`src/rtl/mac_block_accumulator_if.sv`:
```
// rtl/mac_block_accumulator_if.sv - sample input and block-sum output handshake bundle
interface mac_block_accumulator_if #(
  parameter int IN_WIDTH  = 18,
  parameter int OUT_WIDTH = 20
);
  logic [IN_WIDTH-1:0]  in_data;
  logic                 in_valid;
  logic                 in_ready;
  logic [OUT_WIDTH-1:0] out_data;
  logic                 out_valid;
  logic                 out_ready;
  logic                 out_sat;

  modport master (
    output in_data, in_valid, out_ready,
    input  in_ready, out_data, out_valid, out_sat
  );

  modport slave (
    input  in_data, in_valid, out_ready,
    output in_ready, out_data, out_valid, out_sat
  );
endinterface

```
`src/rtl/mac_block_accumulator.sv`:
```
// rtl/mac_block_accumulator.sv - saturating block accumulator over ACC_LEN samples
module mac_block_accumulator #(
  parameter int IN_WIDTH  = 18,
  parameter int ACC_LEN   = 4,
  parameter int OUT_WIDTH = 20,
  localparam int CNT_W    = $clog2(ACC_LEN)
) (
  input  logic                  clk,
  input  logic                  reset_n,
  input  logic                  clear,
  mac_block_accumulator_if.slave bus,
  output logic [CNT_W-1:0]      sample_cnt
);
  typedef enum logic {EMPTY, FULL} state_t;

  localparam logic [CNT_W-1:0] LAST_CNT = CNT_W'(ACC_LEN - 1);

  state_t               state, state_nxt;
  logic [OUT_WIDTH-1:0] acc;
  logic                 sat_sticky;
  logic [OUT_WIDTH:0]   sum;
  logic [OUT_WIDTH-1:0] sum_sat;
  logic                 clamp;
  logic                 last;
  logic                 in_fire;
  logic                 out_fire;

  assign last     = (sample_cnt == LAST_CNT);
  // The completing sample is held off while the previous sum is still pending.
  assign bus.in_ready = reset_n & ~clear & ~((state == FULL) & last);
  assign in_fire  = bus.in_valid & bus.in_ready;
  assign out_fire = bus.out_valid & bus.out_ready;

  assign sum     = {1'b0, acc} + {{(OUT_WIDTH + 1 - IN_WIDTH){1'b0}}, bus.in_data};
  assign clamp   = sum[OUT_WIDTH];
  assign sum_sat = clamp ? {OUT_WIDTH{1'b1}} : sum[OUT_WIDTH-1:0];

  always_ff @(posedge clk or negedge reset_n) begin
    if (!reset_n) state <= EMPTY;
    else          state <= state_nxt;
  end

  always_comb begin
    state_nxt = state;
    case (state)
      EMPTY:   if (in_fire && last) state_nxt = FULL;
      FULL:    if (out_fire)        state_nxt = EMPTY;
      default: state_nxt = EMPTY;
    endcase
  end

  always_comb begin
    bus.out_valid = (state == FULL);
  end

  always_ff @(posedge clk or negedge reset_n) begin
    if (!reset_n) begin
      acc          <= '0;
      sample_cnt   <= '0;
      sat_sticky   <= 1'b0;
      bus.out_data <= '0;
      bus.out_sat  <= 1'b0;
    end else if (clear) begin
      acc        <= '0;
      sample_cnt <= '0;
      sat_sticky <= 1'b0;
    end else if (in_fire) begin
      if (last) begin
        bus.out_data <= sum_sat;
        bus.out_sat  <= sat_sticky | clamp;
        acc          <= '0;
        sample_cnt   <= '0;
        sat_sticky   <= 1'b0;
      end else begin
        acc        <= sum_sat;
        sample_cnt <= sample_cnt + CNT_W'(1);
        sat_sticky <= sat_sticky | clamp;
      end
    end
  end
endmodule
```
`src/flat_wrapper.sv`:
```
// flat-port wrapper written by rule: the top's interface ports become plain ports
module mac_block_accumulator_flat 
#(
  parameter int IN_WIDTH  = 18,
  parameter int ACC_LEN   = 4,
  parameter int OUT_WIDTH = 20,
  localparam int CNT_W    = $clog2(ACC_LEN)
)
  (clk, reset_n, clear, sample_cnt, bus_in_data, bus_in_valid, bus_out_ready, bus_in_ready, bus_out_data, bus_out_valid, bus_out_sat);
  mac_block_accumulator_if #(.IN_WIDTH(IN_WIDTH), .OUT_WIDTH(OUT_WIDTH)) bus_i ();
  input  logic clk;
  input  logic reset_n;
  input  logic clear;
  output logic [CNT_W-1:0] sample_cnt;
  input wire logic [$bits(bus_i.in_data)-1:0] bus_in_data;
  input wire logic [$bits(bus_i.in_valid)-1:0] bus_in_valid;
  input wire logic [$bits(bus_i.out_ready)-1:0] bus_out_ready;
  output wire logic [$bits(bus_i.in_ready)-1:0] bus_in_ready;
  output wire logic [$bits(bus_i.out_data)-1:0] bus_out_data;
  output wire logic [$bits(bus_i.out_valid)-1:0] bus_out_valid;
  output wire logic [$bits(bus_i.out_sat)-1:0] bus_out_sat;
  assign bus_i.in_data = bus_in_data;
  assign bus_i.in_valid = bus_in_valid;
  assign bus_i.out_ready = bus_out_ready;
  assign bus_in_ready = bus_i.in_ready;
  assign bus_out_data = bus_i.out_data;
  assign bus_out_valid = bus_i.out_valid;
  assign bus_out_sat = bus_i.out_sat;
  mac_block_accumulator #(.IN_WIDTH(IN_WIDTH), .ACC_LEN(ACC_LEN), .OUT_WIDTH(OUT_WIDTH)) u_core (.clk(clk), .reset_n(reset_n), .clear(clear), .bus(bus_i), .sample_cnt(sample_cnt));
endmodule
```
`config.mk`:
```
export PLATFORM = sky130hd
export DESIGN_NAME = mac_block_accumulator_flat
export DESIGN_NICKNAME = d
export VERILOG_FILES = /design/src/rtl/mac_block_accumulator_if.sv /design/src/rtl/mac_block_accumulator.sv /design/src/flat_wrapper.sv
export SDC_FILE = /design/constraint.sdc
export NUM_CORES = 1
export LEC_CHECK = 0
export CORE_MARGIN = 2
export CORE_UTILIZATION = 40
export CTS_CLUSTER_SIZE = 10
export DETAILED_ROUTE_END_ITERATION = 8
export GPL_TIMING_DRIVEN = 0
export PLACE_DENSITY = 0.65
export SETUP_SLACK_MARGIN = 0.15
export SLEW_MARGIN = 10
export SYNTH_ARGS = -nofsm -noshare
export SYNTH_HDL_FRONTEND = slang
export SYNTH_SLANG_ARGS = --single-unit
export TNS_END_PERCENT = 100
```
`constraint.sdc`:
```
create_clock -name clk -period 2.4 [get_ports clk]
set_input_delay 0.72 -clock clk [delete_from_list [all_inputs] [get_ports clk]]
set_output_delay 0.72 -clock clk [all_outputs]
set_load 0.01 [all_outputs]
```
After elaboration in Yosys (flattened, before gate mapping)
Cells that the tools add are included.
{"block": "word_totals", "regBits": 45, "input_bits": 23, "word_cells": 34, "out_inout_bits": 25}
{"block": "classes", "reduce_logical": 3, "n_eq_ne": 1, "mux": 13, "addsub": 2, "n_bitwise": 9}
{"operator": "$mux 20", "count": 4}
{"operator": "$add 20x18->21", "count": 1}
{"operator": "$mux 2", "count": 3}
{"operator": "$and 1x1->1", "count": 5}
{"operator": "$mux 1", "count": 5}
{"operator": "$not 1->1", "count": 3}
{"operator": "$reduce_and 3->1", "count": 1}
{"operator": "$add 2x1->2 const B", "count": 1}
{"operator": "$eq 2x2->1 const B", "count": 1}
{"operator": "$pmux 1 s2", "count": 1}
{"operator": "$reduce_bool 2->1", "count": 1}
{"operator": "$logic_and 1x1->1", "count": 1}
{"operator": "$or 1x1->1", "count": 1}

Logic depth before layout (Yosys ltp)
{"block": "logic_depth", "word_depth": 8, "mapped_depth": 9}

Worst setup path after synthesis
OpenSTA, ideal clock, no wires.
{"block": "synth_path", "path_kind": "input port to flip-flop", "start": "input bus_in_data[0]", "end": "register u_core.acc[12]", "path_buffers": 0, "path_slack_ns": -0.481, "required_ns": 2.271, "arrival_time_ns": 2.752, "path_stages": 8, "cell_sequence": "ha_1 -> fa_1 -> a21o_2 -> a221oi_4 -> nor2_2 -> or4_4 -> a211oi_2 -> o21ai_1"}
{"block": "synth_between", "elab_chain_len": 5}
{"element": "from (decl)", "line_no": "flat_wrapper.sv:15", "text": "input wire logic [$bits(bus_i.in_data)-1:0] bus_in_data;"}
{"element": "$add 20x18->21", "line_no": "mac_block_accumulator.sv:34", "text": "assign sum = {1'b0, acc} + {{(OUT_WIDTH + 1 - IN_WIDTH){1'b0}}, bus.in_data};"}
{"element": "$mux 20", "line_no": "mac_block_accumulator.sv:36", "text": "assign sum_sat = clamp ? {OUT_WIDTH{1'b1}} : sum[OUT_WIDTH-1:0];"}
{"element": "$mux 20", "line_no": "mac_block_accumulator.sv:68", "text": "if (last) begin"}
{"element": "$mux 20", "line_no": "mac_block_accumulator.sv:67", "text": "end else if (in_fire) begin"}
{"element": "$mux 20", "line_no": "mac_block_accumulator.sv:63", "text": "end else if (clear) begin"}
{"element": "to (signal assigned)", "line_no": "mac_block_accumulator.sv:75", "text": "acc <= sum_sat;"}
{"element": "to (decl)", "line_no": "mac_block_accumulator.sv:19", "text": "logic [OUT_WIDTH-1:0] acc;"}
No other way between the ends. The select of a mux whose other input is x is not followed.
A chain may end at the register's enable or synchronous reset.

Worst setup path after layout
Ends and elaborated chain as after synthesis.

==> impl_metrics.tcl <==
set metrics [dict create \
    status "finished with violations" \
    violations "setup timing" \
    die_x_um 89.94 \
    yosys-top-cells-count "nand2_1, dfrtp_1, o21ai_0, ha_1, nor3_1" \
    row_count 31 \
    track_usage_pct 22.39 \
    min_period_over_period_pct 112.9 \
    fmax_ghz 0.3689 \
    syn_area_per_cell_sq_um 8.979 \
    yosys_warnings 0 \
    synthArstFlopShare_pct 100.0 \
    fp.dieH_um 89.94 \
    cts.sinks 45 \
    dpl.hpwl_mm 5.854 \
    grt_pass1_wl_mm 14.52 \
    synth_nets 372 \
    synthToLayoutAreaGrowth_pct 52.56 \
    crit_family "compound AO/OA/AOI/OAI gates" \
    cp.buffers_inverters 2 \
    endpoint_kind "flip-flop" \
    yosys_most_used_dff "dfrtp_1" \
    syn_area_sq_um 2954 \
    io_pins 48 \
    grt_pass1_vias 2870 \
    maxCapViolations 0 \
    total_power_mw 2.175 \
    path_cells "buf_6 -> ha_4 -> fa_2 -> a21o_4 -> a221oi_4 -> buf_6 -> nor2_4 -> or4_4 -> a211oi_4 -> o21ai_1" \
    instances_no_fill 510 \
    dieArea_sq_um 8088 \
    grt.overflow.total 0 \
    met3_usage_pct 3.101 \
    nNetsFinal 453 \
    worst-slew-pin-transition_ps 1118 \
    synth_cell_types 58 \
    hold_violations 0 \
    power_density_nw_per_um2 482.7 \
    fin_ws_ps -310.4 \
    worstPathRequired_ps 2580 \
    numCtsBuffers 5 \
    worstPathArrival_ps 2890 \
    cts_tree "yes" \
    vias 2907 \
    path_class "input pin to flip-flop" \
    finalInstanceArea_sq_um 4507 \
    grt_start_max_net_pins 20 \
    synth_edf_count 0 \
    io_buffers 47 \
    slew-limit-headroom_pct 24.92 \
    finalSetupViolCount 42 \
    fin_crit_ps 2710 \
    gp_congestion 0.8948 \
    synth-seq-cells 45 \
    cts_root_buffer "clkbuf_8" \
    critical_path.max_fanout 3 \
    placed_area_sq_um 3585 \
    synth.area.top_cells "dfrtp_1, ha_1, o21ai_0" \
    skew_ps 6.751 \
    cp-start-kind "input pin" \
    htreeDepth 2 \
    cts_buffer_depth 2 \
    vias_per_cell 5.700 \
    antenna_found_initial 0 \
    clk_latency_ps 310 \
    p_leak_nw 1.921 \
    drv_slew 0 \
    yosysTopAreaCell "dfrtp_1" \
    wl_per_cell_um 17.73 \
    wirelength_mm 9.040 \
    pre_cts_slack_ps -1301 \
    max_stage_delay_ps 430 \
    grt_busiest_layer "met2" \
    drc 0 \
    ir_drop_v 0.0002324 \
    core_sq_um 7214 \
    ant_nets 0 \
    dp_cells 476 \
    drt-initial-drc-count 254 \
    min_path_type "input pin to asynchronous set/reset pin" \
    cp_slowest_cell "or4_4" \
    drive_above_1_share_pct 30.41 \
    start_util_pct 40.95 \
    drtPass1Iterations 4 \
    post-synth-top-count-cell "nand2_1" \
    synth_top_area_share_pct 38.12 \
    use_met1_pct 29.79 \
    whs_ps 210.3 \
    diodes 0 \
    met2_usage_pct 36.93 \
    rsz0062_at_grt "true" \
    crit_top_cell "buf_6" \
    netlist_instances 329 \
    clkTransAtPathRegs_ps 90 \
    synth-seq-area-share_pct 38.12 \
]
stage by stage:
step	setup TNS, ps	utilization [%]
after CTS	-9108	60.56
after detailed placement	-47240	49.69
final	-9507	62.47
after global placement	-116200	49.48
after global routing	-11270	62.47
after floorplan	-11330	-
logic make-up (layout without fill, tap and decap cells):
group	count (synthesis)	in the layout	share of synthesized area, %
AOI/OAI and AO/OA	118	118	26.56
and+or+nand+nor	113	113	18.38
buffers and inverters	21	103	4.616
DFF	45	45	38.12
muxes	1	1	0.3389
adders and majority gates	20	20	8.725
xor gates and xnor gates	11	11	3.261
per-layer routing:
layer  vias up  part of all wire, %
met2        91                   49
li1       1380                    -
met4         0                  2.6
met5         -                    0
met3        21                  5.0
met1      1415                   44
layout by cell type (no fill, tap or decap), drive strengths merged, types with 9 or more instances in the layout:
master,instances
clkdlybuf4s50,30
buf,35
dfrtp,45
ha,19
nor3,18
a21oi,18
dlygate4sd2,12
a21o,11
a211oi,9
a31oi,9
nand2,48
clkbuf,17
nor2,17
o21ai,43
repair_timing:
| action | CTS | global route |
|---|---|---|
| hold buffers | 0 | 0 |
| pin swaps | 49 | 21 |
| setup endpoints to repair | 43 | 43 |
| gates resized for setup | 139 | 24 |
| setup buffers | 21 | 3 |
| cloned | 2 | 0 |
registers in the layout, summed over array words and instances, names as in the netlist:
signal,flops
u_core.acc,20
u_core.sample_cnt,2
u_core.bus.out_data,20
u_core.bus.out_sat,1
u_core.sat_sticky,1
u_core.bus.out_valid,1
final timing paths:
path | to | from | depth (start not counted) | slack [ps]
worst max register to register | u_core.acc[12]$_DFFE_PN0P_ | u_core.acc[0]$_DFFE_PN0P_ | 9 | -250
worst max-delay path | u_core.acc[12]$_DFFE_PN0P_ | bus_in_data[0] | 10 | -310
max in group asynchronous | u_core.acc[5]$_DFFE_PN0P_ | reset_n | 2 | 1740
worst min register to register | u_core.bus.out_data[3]$_DFFE_PN0P_ | u_core.bus.out_data[3]$_DFFE_PN0P_ | 2 | 490
min in group clk | u_core.bus.out_data[3]$_DFFE_PN0P_ | u_core.bus.out_data[3]$_DFFE_PN0P_ | 2 | 490
worst min-delay path | u_core.bus.out_data[9]$_DFFE_PN0P_ | reset_n | 1 | 210
final cells by class:
type,count,area [sq um]
fill,595,2708
multi-input combinational,263,2226
sequential,45,1126
timing repair buffer,74,765.7
buffer,15,141.4
tap,99,123.9
clock buffer,7,96.34
inverter,6,22.52
clock inverter,1,5.005
power breakdown:
| group | switching, mW | internal (mW) | leakage (nW) | total [mW] |
|---|---|---|---|---|
| Sequential | 0.0296 | 0.793 | 0.620 | 0.822 |
| Clock | 0.277 | 0.261 | 0.0542 | 0.538 |
| Combinational | 0.406 | 0.409 | 1.25 | 0.815 |
(Power assumes the default switching activity.)
